`src/rtl/lsu_mem_master_if.sv`:
```
// Signal bundle between the load/store unit, the core's memory stage and the word-wide data RAM.
interface lsu_mem_master_if #(
  parameter int unsigned ADDRESS_WIDTH = 1024
);
  localparam int unsigned AW = $clog2(ADDRESS_WIDTH);

  logic          req;
  logic          we;
  logic [2:0]    funct3;
  logic [31:0]   addr;
  logic [31:0]   wdata;
  logic          busy;
  logic          done;
  logic          err;
  logic [31:0]   rdata;
  logic          mem_read;
  logic          mem_write;
  logic [AW-1:0] mem_address;
  logic [31:0]   mem_write_data;
  logic [31:0]   mem_read_data;

  modport master (
    input  req, we, funct3, addr, wdata, mem_read_data,
    output busy, done, err, rdata, mem_read, mem_write, mem_address, mem_write_data
  );

  modport slave (
    output req, we, funct3, addr, wdata, mem_read_data,
    input  busy, done, err, rdata, mem_read, mem_write, mem_address, mem_write_data
  );
endinterface

```
`src/rtl/lsu_mem_master.sv`:
```
// Load/store initiator: turns LB/LH/LW/LBU/LHU/SB/SH/SW into word RAM cycles,
// using read-modify-write for sub-word stores.
module lsu_mem_master #(
  parameter int unsigned ADDRESS_WIDTH = 1024
) (
  input logic                clk,
  input logic                rst,
  lsu_mem_master_if.master   bus
);
  localparam int unsigned AW = $clog2(ADDRESS_WIDTH);

  typedef enum logic [1:0] {StIdle, StRd, StWr, StDone} state_e;

  state_e        state_q, state_d;
  logic          we_q;
  logic [2:0]    f3_q;
  logic [AW+1:0] addr_q;
  logic [31:0]   wdata_q;
  logic [31:0]   merge_q, merge_d;
  logic [31:0]   rdata_q, rdata_d;
  logic          err_q, err_d;
  logic          capture;

  logic          is_byte, is_half, is_word, req_err;
  logic [7:0]    byte_sel;
  logic [15:0]   half_sel;
  logic [31:0]   load_ext, store_word;

  // Request checks operate on the live inputs because they are only used in IDLE.
  always_comb begin
    is_byte = (bus.funct3 == 3'b000) || (bus.funct3 == 3'b100);
    is_half = (bus.funct3 == 3'b001) || (bus.funct3 == 3'b101);
    is_word = (bus.funct3 == 3'b010);
    req_err = !(is_byte || is_half || is_word)
           || (bus.we && bus.funct3[2])
           || (is_half && bus.addr[0])
           || (is_word && (bus.addr[1:0] != 2'b00))
           || (bus.addr[31:AW+2] != '0);
  end

  always_comb begin
    byte_sel = 8'(bus.mem_read_data >> {addr_q[1:0], 3'b000});
    half_sel = addr_q[1] ? bus.mem_read_data[31:16] : bus.mem_read_data[15:0];
    unique case (f3_q)
      3'b000:  load_ext = {{24{byte_sel[7]}}, byte_sel};
      3'b100:  load_ext = {24'h0, byte_sel};
      3'b001:  load_ext = {{16{half_sel[15]}}, half_sel};
      3'b101:  load_ext = {16'h0, half_sel};
      default: load_ext = bus.mem_read_data;
    endcase
  end

  always_comb begin
    store_word = merge_q;
    unique case (f3_q[1:0])
      2'b00:   store_word[{addr_q[1:0], 3'b000} +: 8] = wdata_q[7:0];
      2'b01:   store_word[{addr_q[1], 4'b0000} +: 16] = wdata_q[15:0];
      default: store_word = wdata_q;
    endcase
  end

  always_comb begin
    state_d = state_q;
    err_d   = err_q;
    merge_d = merge_q;
    rdata_d = rdata_q;
    capture = 1'b0;
    unique case (state_q)
      StIdle: begin
        if (bus.req) begin
          capture = 1'b1;
          err_d   = req_err;
          if (req_err)                  state_d = StDone;
          else if (bus.we && is_word)   state_d = StWr;
          else                          state_d = StRd;
        end
      end
      StRd: begin
        if (we_q) begin
          merge_d = bus.mem_read_data;
          state_d = StWr;
        end else begin
          rdata_d = load_ext;
          state_d = StDone;
        end
      end
      StWr:    state_d = StDone;
      default: state_d = StIdle;
    endcase
  end

  always_ff @(posedge clk or posedge rst) begin
    if (rst) begin
      state_q <= StIdle;
      we_q    <= 1'b0;
      f3_q    <= 3'b000;
      addr_q  <= '0;
      wdata_q <= 32'h0;
      merge_q <= 32'h0;
      rdata_q <= 32'h0;
      err_q   <= 1'b0;
    end else begin
      state_q <= state_d;
      merge_q <= merge_d;
      rdata_q <= rdata_d;
      err_q   <= err_d;
      if (capture) begin
        we_q    <= bus.we;
        f3_q    <= bus.funct3;
        addr_q  <= bus.addr[AW+1:0];
        wdata_q <= bus.wdata;
      end
    end
  end

  always_comb begin
    bus.busy           = (state_q != StIdle);
    bus.done           = (state_q == StDone);
    bus.err            = (state_q == StDone) && err_q;
    bus.rdata          = rdata_q;
    bus.mem_read       = (state_q == StRd);
    bus.mem_write      = (state_q == StWr);
    bus.mem_address    = addr_q[AW+1:2];
    bus.mem_write_data = (state_q == StWr) ? store_word : 32'h0;
  end
endmodule

```
`src/flat_wrapper.sv`:
```
// flat-port wrapper written by rule: the top's interface ports become plain ports
module lsu_mem_master_flat 
#(
  parameter int unsigned ADDRESS_WIDTH = 1024
)
  (clk, rst, bus_req, bus_we, bus_funct3, bus_addr, bus_wdata, bus_mem_read_data, bus_busy, bus_done, bus_err, bus_rdata, bus_mem_read, bus_mem_write, bus_mem_address, bus_mem_write_data);
  lsu_mem_master_if #(.ADDRESS_WIDTH(ADDRESS_WIDTH)) bus_i ();
  input logic clk;
  input logic rst;
  input wire logic [$bits(bus_i.req)-1:0] bus_req;
  input wire logic [$bits(bus_i.we)-1:0] bus_we;
  input wire logic [$bits(bus_i.funct3)-1:0] bus_funct3;
  input wire logic [$bits(bus_i.addr)-1:0] bus_addr;
  input wire logic [$bits(bus_i.wdata)-1:0] bus_wdata;
  input wire logic [$bits(bus_i.mem_read_data)-1:0] bus_mem_read_data;
  output wire logic [$bits(bus_i.busy)-1:0] bus_busy;
  output wire logic [$bits(bus_i.done)-1:0] bus_done;
  output wire logic [$bits(bus_i.err)-1:0] bus_err;
  output wire logic [$bits(bus_i.rdata)-1:0] bus_rdata;
  output wire logic [$bits(bus_i.mem_read)-1:0] bus_mem_read;
  output wire logic [$bits(bus_i.mem_write)-1:0] bus_mem_write;
  output wire logic [$bits(bus_i.mem_address)-1:0] bus_mem_address;
  output wire logic [$bits(bus_i.mem_write_data)-1:0] bus_mem_write_data;
  assign bus_i.req = bus_req;
  assign bus_i.we = bus_we;
  assign bus_i.funct3 = bus_funct3;
  assign bus_i.addr = bus_addr;
  assign bus_i.wdata = bus_wdata;
  assign bus_i.mem_read_data = bus_mem_read_data;
  assign bus_busy = bus_i.busy;
  assign bus_done = bus_i.done;
  assign bus_err = bus_i.err;
  assign bus_rdata = bus_i.rdata;
  assign bus_mem_read = bus_i.mem_read;
  assign bus_mem_write = bus_i.mem_write;
  assign bus_mem_address = bus_i.mem_address;
  assign bus_mem_write_data = bus_i.mem_write_data;
  lsu_mem_master #(.ADDRESS_WIDTH(ADDRESS_WIDTH)) u_core (.clk(clk), .rst(rst), .bus(bus_i));
endmodule
```
`config.mk`:
```
export PLATFORM = sky130hd
export DESIGN_NAME = lsu_mem_master_flat
export DESIGN_NICKNAME = d
export VERILOG_FILES = /design/src/rtl/lsu_mem_master_if.sv /design/src/rtl/lsu_mem_master.sv /design/src/flat_wrapper.sv
export SDC_FILE = /design/constraint.sdc
export NUM_CORES = 1
export LEC_CHECK = 0
export ABC_AREA = 1
export BUFFER_PORTS_ARGS = -buffer_cell sky130_fd_sc_hd__buf_2
export CAP_MARGIN = 20
export CORE_MARGIN = 2
export CORE_UTILIZATION = 40
export CTS_CLUSTER_DIAMETER = 80
export CTS_CLUSTER_SIZE = 24
export DETAILED_ROUTE_END_ITERATION = 6
export PLACE_DENSITY = 0.77
export SLEW_MARGIN = 20
export SYNTH_ARGS = -nofsm -noshare
export SYNTH_HDL_FRONTEND = slang
export SYNTH_SLANG_ARGS = --single-unit
export TNS_END_PERCENT = 20
```
`constraint.sdc`:
```
create_clock -name clk -period 2.9 [get_ports clk]
set_clock_uncertainty 0.05 [all_clocks]
set_input_delay 0 -clock clk [delete_from_list [all_inputs] [get_ports clk]]
set_output_delay 0 -clock clk [all_outputs]
set_load 0.1 [all_outputs]
```
; ---- Word-level counts from Yosys, hierarchy flattened
; Index checks and enable logic that the tools add are counted.
[op_classes]
addsub = 2
mul = 0
div_mod_pow = 0
n_lt_le_gt_ge = 0
eq_ne = 12
shifts = 5
n_mux = 13
bitwise = 1
n_reduce_logical = 24
[ops]
columns = op, count
row1 = $pmux W32 S4, 1
row2 = $bwmux W32, 2
row3 = $pmux W32 S2, 1
row4 = $mux W32, 1
row5 = $shift A16 B7 Y32 const A, 1
row6 = $shift A8 B7 Y32 const A, 1
row7 = $shiftx A16 B7 Y32, 1
row8 = $shiftx A8 B7 Y32, 1
row9 = $shr A32 B5 Y8, 1
row10 = $reduce_bool A20 Y1, 1
row11 = $mux W16, 1
row12 = $neg A5 Y7, 2
row13 = $eq A3 B3 Y1 const B, 4
row14 = $logic_or A1 B1 Y1, 8
row15 = $eq A3 B1 Y1 const B, 2
row16 = $logic_not A3 Y1, 2
row17 = $mux W2, 3
row18 = $pmux W2 S3, 1
row19 = $reduce_and A2 Y1, 3
row20 = $logic_and A1 B1 Y1, 5
row21 = $eq A2 B1 Y1 const B, 2
row22 = $eq A2 B2 Y1 const B, 2
row23 = $logic_not A2 Y1, 2
row24 = $reduce_bool A2 Y1, 2
row25 = 5 further kinds, 7
[totals]
reg_bits = 115
latch_bits = 0
ramBits = 0
romBits = 0
input_bits = 103
out_inout_bits = 79
memories = 0

; ---- Logic depth before layout (Yosys ltp)
[depth]
word_depth = 12
depth_mapped = 10
ltp_nobuf = 10

; ---- Worst setup path before layout
; No wires, ideal clock.
[synth_timing]
path_type = reg-to-output
from = reg u_core.state_q[0]
to = out bus_mem_write_data[0]
t_arrival_ns = 3.924
required_time_ns = 2.850
setup_slack_ns = -1.074
path_stages_with_launch = 6
n_path_buf = 1
path_cell_list = dfrtp_1 > inv_1 > ha_1 > clkbuf_1 > o21ai_0 > a221oi_1
[synth_via]
elab_chain_len = 2
[synth_lines]
columns = item, line_no
row1 = "start, declared", lsu_mem_master.sv:14  ; state_e state_q, state_d;
row2 = "start signal, assigned", lsu_mem_master.sv:94  ; state_q <= StIdle;
row3 = "start signal, assigned", lsu_mem_master.sv:103  ; state_q <= state_d;
row4 = $eq A2 B2 Y1, -
row5 = named net bus_mem_write, flat_wrapper.sv:21  ; output wire logic [$bits(bus_i.mem_write)-1:0] bus_mem_write;
row6 = $mux W32, lsu_mem_master.sv:124  ; bus.mem_write_data = (state_q == StWr) ? store_word : 32'h0;
row7 = "end, declared", flat_wrapper.sv:23  ; output wire logic [$bits(bus_i.mem_write_data)-1:0] bus_mem_write_data;
; The timed path passes the listed nets, and every way through them passes these cells.

; ---- Worst setup path in the final report
[layout_timing]
from = reg u_core.addr_q[1]
to = out bus_mem_write_data[14]
[layout_via]
elab_chain_len = 5
word_cells_on_any_way = 10
cone_classes = 2 x add/sub / 4 x shift / 4 x mux
[layout_lines]
columns = item, line_no
row1 = "start, declared", lsu_mem_master.sv:17  ; logic [AW+1:0] addr_q;
row2 = "start signal, assigned", lsu_mem_master.sv:110  ; addr_q <= bus.addr[AW+1:0];
row3 = "$neg A5 Y7, on equally long branches", "lsu_mem_master.sv:57, lsu_mem_master.sv:56"
row4 = "$shiftx A16 B7 Y32, or another cell as far along", lsu_mem_master.sv:57  ; 2'b01: store_word[{addr_q[1], 4'b0000} +: 16] = wdata_q[15:0];
row5 = "$bwmux W32, on equally long branches", "lsu_mem_master.sv:57, lsu_mem_master.sv:56"
row6 = $pmux W32 S2 (*), lsu_mem_master.sv:55  ; unique case (f3_q[1:0])
row7 = $mux W32 (*), lsu_mem_master.sv:124
; Mark *: on every way between the ends. The rest lies on a longest branch, timed or not.

==> results.txt <==
The slack of the worst reg-to-reg path came out at about 0.69 ns. The number of global-route vias before repair is 6168. Summing the areas of all and, or, nand and nor instances in the mapped netlist gives 13.01% of the synthesized area. The number of setup buffers added after CTS is 0. Yosys instantiated no cell more often than sky130_fd_sc_hd__nand2_1. Max-cap violations in this run came to 0.

The synthesized design spends more area on one cell type than any other, namely sky130_fd_sc_hd__dfrtp_1. For the worst flop-to-flop path, the logic depth is 9. Counting the fill cells in the layout gives 1353. The end point of the most critical hold path is u_core.err_q. The cell class contributing the biggest share of worst-path delay is buffers and inverters. The number of levels the H-tree was split into is 4. The antenna diode count is 0.

The number of endpoints with negative hold slack in the final report came out at 1. The net count after synthesis came out at 868. The actual transition at the worst max-transition pin is 0.7850 ns. The critical path class is flop to primary output. The number of enable flip-flop cells after synthesis came out at 0.

For this block, the via count after detailed routing is around 6500. Averaged over all synthesized cells, the footprint is between 8 and 9 um2. Summed over all nets, the half-perimeter wirelength after detailed placement is between 10000 and 15000 um. The number of search-and-repair iterations in the first detailed-routing pass came out at 7. For this run, the top clock speed supported by timing is 379.4 MHz. The worst hold margin is -0.008974 ns.

The share of post-route cells with drive strength above 1 came out at between 20% and 30%. In this run, the number of DRC markers left after iteration 0 of detailed routing was roughly 730. Among all flip-flop cells after synthesis, the most frequent one is sky130_fd_sc_hd__dfrtp_1. The number of core rows is 46. The area share of the leading cell type in the synthesized netlist came out at roughly 45%. The placer's final routability congestion estimate came out at slightly above 0.9. The sequential element share of the synthesized area is 45.41%. The synthesized design contains 115 register bits.

The root buffer cell chosen for the clock tree is sky130_fd_sc_hd__clkbuf_16. In the final layout, flip-flops and latches occupy between 2000 and 3000 um2. After routing the design area is around 9400 um2. Clock-pin slew was measured on the worst setup and hold paths at approximately 0.060 ns.

The flow ran to the end, but the final reports show violations. The die covers approximately 17000 um2. The mux contribution to synthesized area is 7.463%. The total clock buffers created by CTS is 17.

The xor and xnor area share after synthesis came out at 0%. In this run the worst hold path is classified as input pin to flop. The detail route stage leaves a number of antenna-violating nets equal to 0. The die span in x came out at ~130 um. The maximum count of clock buffers along a single path came out at 2.

The final reports fail on negative hold slack. Of all flip-flops after synthesis, the portion carrying an async set or reset was 100.0%. Yosys printed 0 warnings. Along the worst hold path, the cell count comes to 7. The count of final max-slew check failures is 0. The fraction of the mapped netlist area in compound gates is between 20% and 30%. The data required time at the worst endpoint came out at around 2.9 ns. By area the synthesized netlist is led by sky130_fd_sc_hd__dfrtp_1, sky130_fd_sc_hd__nand2_1, sky130_fd_sc_hd__o21ai_0. The synthesized netlist contains 28 unique library cells.

The global-route wire length before repair is between 30000 and 40000 um. The count of nets after finishing is around 1100. The maximum number of pins on one net before global-route repair came out at 65. CTS saw roughly 120 sinks. The total DRC errors in the routed layout is 0. The global router's overall resource usage is ~26%. The buffering stage count on the worst path with inverters included is 3. The count of input and output buffers is approximately 180. The clock tree from TritonCTS is built.

The critical path launch point type is a flop. By area, the combinational part of the netlist is dominated by compound AO/OA/AOI/OAI gates. The number of antenna violations at the first check in global routing is 0.

The fraction of the mapped netlist area in adder cells is under 10%. The worst register-to-register path ends at u_core.bus.rdata[5]. The average detailed-routed wire length per instance came out at 17.34 um. The number of vias per cell after detailed routing is roughly 5.3. The overall routed net length is ~21000 um. After synthesis, the most frequently instantiated cells are sky130_fd_sc_hd__nand2_1, sky130_fd_sc_hd__dfrtp_1, sky130_fd_sc_hd__o21ai_0. The post-synthesis cell count is 756. The height of the die is ~130 um. The effective utilization at floorplan is around two fifths. Setup repair after global routing left no endpoint under its margin.

The clock latency on the worst-skew pair is between 0.4 and 0.5 ns. The post-synthesis instance area is between 6000 and 7000 um2. The placeable core area came out at around 16000 um2. The overall overflow remaining after global route came out at 0. The setup violation total in the final timing report came out at 0. Pin placement for this block handled between 150 and 200 I/O pins. The biggest fanout along the worst timing path came out at 28. The slowest stage of the critical path belongs to the cell sky130_fd_sc_hd__dfrtp_2. The post-route fraction of the period consumed by the critical path is 90.89%. Traced cell by cell, the critical path runs through buf_4 -> nand2_1 -> nor2_2 -> buf_4 -> nand2_1 -> a31oi_1 -> buf_12. The worst stage delay on the critical path is between 0.4 and 0.5 ns. In this run the tightest slew margin relative to its limit is ~48%. The startpoint identified for the worst hold timing path is bus_addr[22]. The post-detailed-placement cell area came out at around 7900 um2.

The post-synthesis to final-layout area growth came out at 47.76%. The clock period minus worst slack came out at between 2 and 3 ns. The area used by multi-input combinational logic is 2963 um2. The sort of element at the end of the critical path is a primary output. The reg-to-reg startpoint is u_core.state_q[1]. Data arrives at the worst endpoint at between 2 and 3 ns.
## final cells by class
cell class / instances / area share, %
Inverter: 99 / 3.995
Multi-Input combinational cell: 490 / 31.64
Clock buffer: 18 / 4.690
Timing Repair Buffer: 277 / 23.89
Tap cell: 216 / 2.886
Sequential cell: 115 / 30.75
Clock inverter: 14 / 2.151
## through the flow
step / worst slack (ns) / instances / setup TNS, ns / utilization [%]
CTS: 0.03212 / 1229 / 0 / 59.70
finish: 0.2641 / 1229 / 0 / 59.81
global route: 0.07139 / 1229 / 0 / 59.81
detailed placement: 0.3933 / 1115 / 0 / 50.26
global placement: 0.4714 / 1115 / 0 / 50.26
floorplan: -0.5837 / 756 / -35.34 / -
## sequential cells by signal, indices dropped and copies added (netlist names)
signal / count
u_core.addr_q: 12
u_core.bus.rdata: 32
u_core.err_q: 1
u_core.f3_q: 3
u_core.merge_q: 32
u_core.state_q: 2
u_core.wdata_q: 32
u_core.we_q: 1
## logic make-up (layout without fill, tap and decap cells)
group / count (synthesis) / count (layout)
AOI/OAI and AO/OA: 237 / 237
buffers and inverters: 151 / 408
adders and majority gates: 9 / 9
DFF: 115 / 115
and+or+nand+nor: 202 / 202
muxes: 42 / 42
## worst max-delay path by stage
stage | start | endpoint | slack [ns] | cells after the start
final | u_core.addr_q[1] | bus_mem_write_data[14] | 0.26 | 7
after global routing | u_core.addr_q[1] | bus_mem_write_data[14] | 0.07 | 7
after CTS | u_core.addr_q[1] | bus_mem_write_data[0] | 0.03 | 6
after detailed placement | u_core.addr_q[1] | bus_mem_write_data[3] | 0.39 | 6
after global placement | u_core.addr_q[1] | bus_mem_write_data[4] | 0.47 | 6
after floorplan | u_core.state_q[0] | bus_mem_write_data[25] | -0.58 | 6
## worst reg2reg max path, delay by kind of cell (launching register included)
kind,cells,cell delay [ns]
adders and majority gates,1,0.20
and+or+nand+nor,1,0.36
buffers and inverters,4,0.61
DFF,1,0.42
AOI/OAI and AO/OA,3,0.46
## repair_timing
action | CTS | global route
hold endpoints to repair | 152 | 0
hold buffers | 82 | 0
gates resized for setup | 7 | 4
endpoints found under the setup margin | 7 | 8
gates cloned | 0 | 0
pin swaps | 0 | 0
## cells in the final DEF, fill, tap and decap left out, drive strengths merged, types with 2 or more instances in the layout
cell           n
dfrtp        115
o211ai        20
a31oi         21
mux2          42
a221oi         8
clkbuf        19
nand2        143
clkinvlp       2
nand3         16
dlygate4sd3   82
o21ai        103
ha             9
inv          101
buf          194
clkinv         6
a22oi         19
o22ai         35
bufinv         4
nor2          41
a21oi         30
## per-layer routing
metal	routed length [um]	global-route usage (%)
met4	512	7.590
met3	2058	9.102
met1	8707	32.46
met2	10030	41.21
met5	0	0
Power is left out: the tool's default activity adds up to more than one toggle a clock period on the data nets, which glitch-free logic cannot reach.
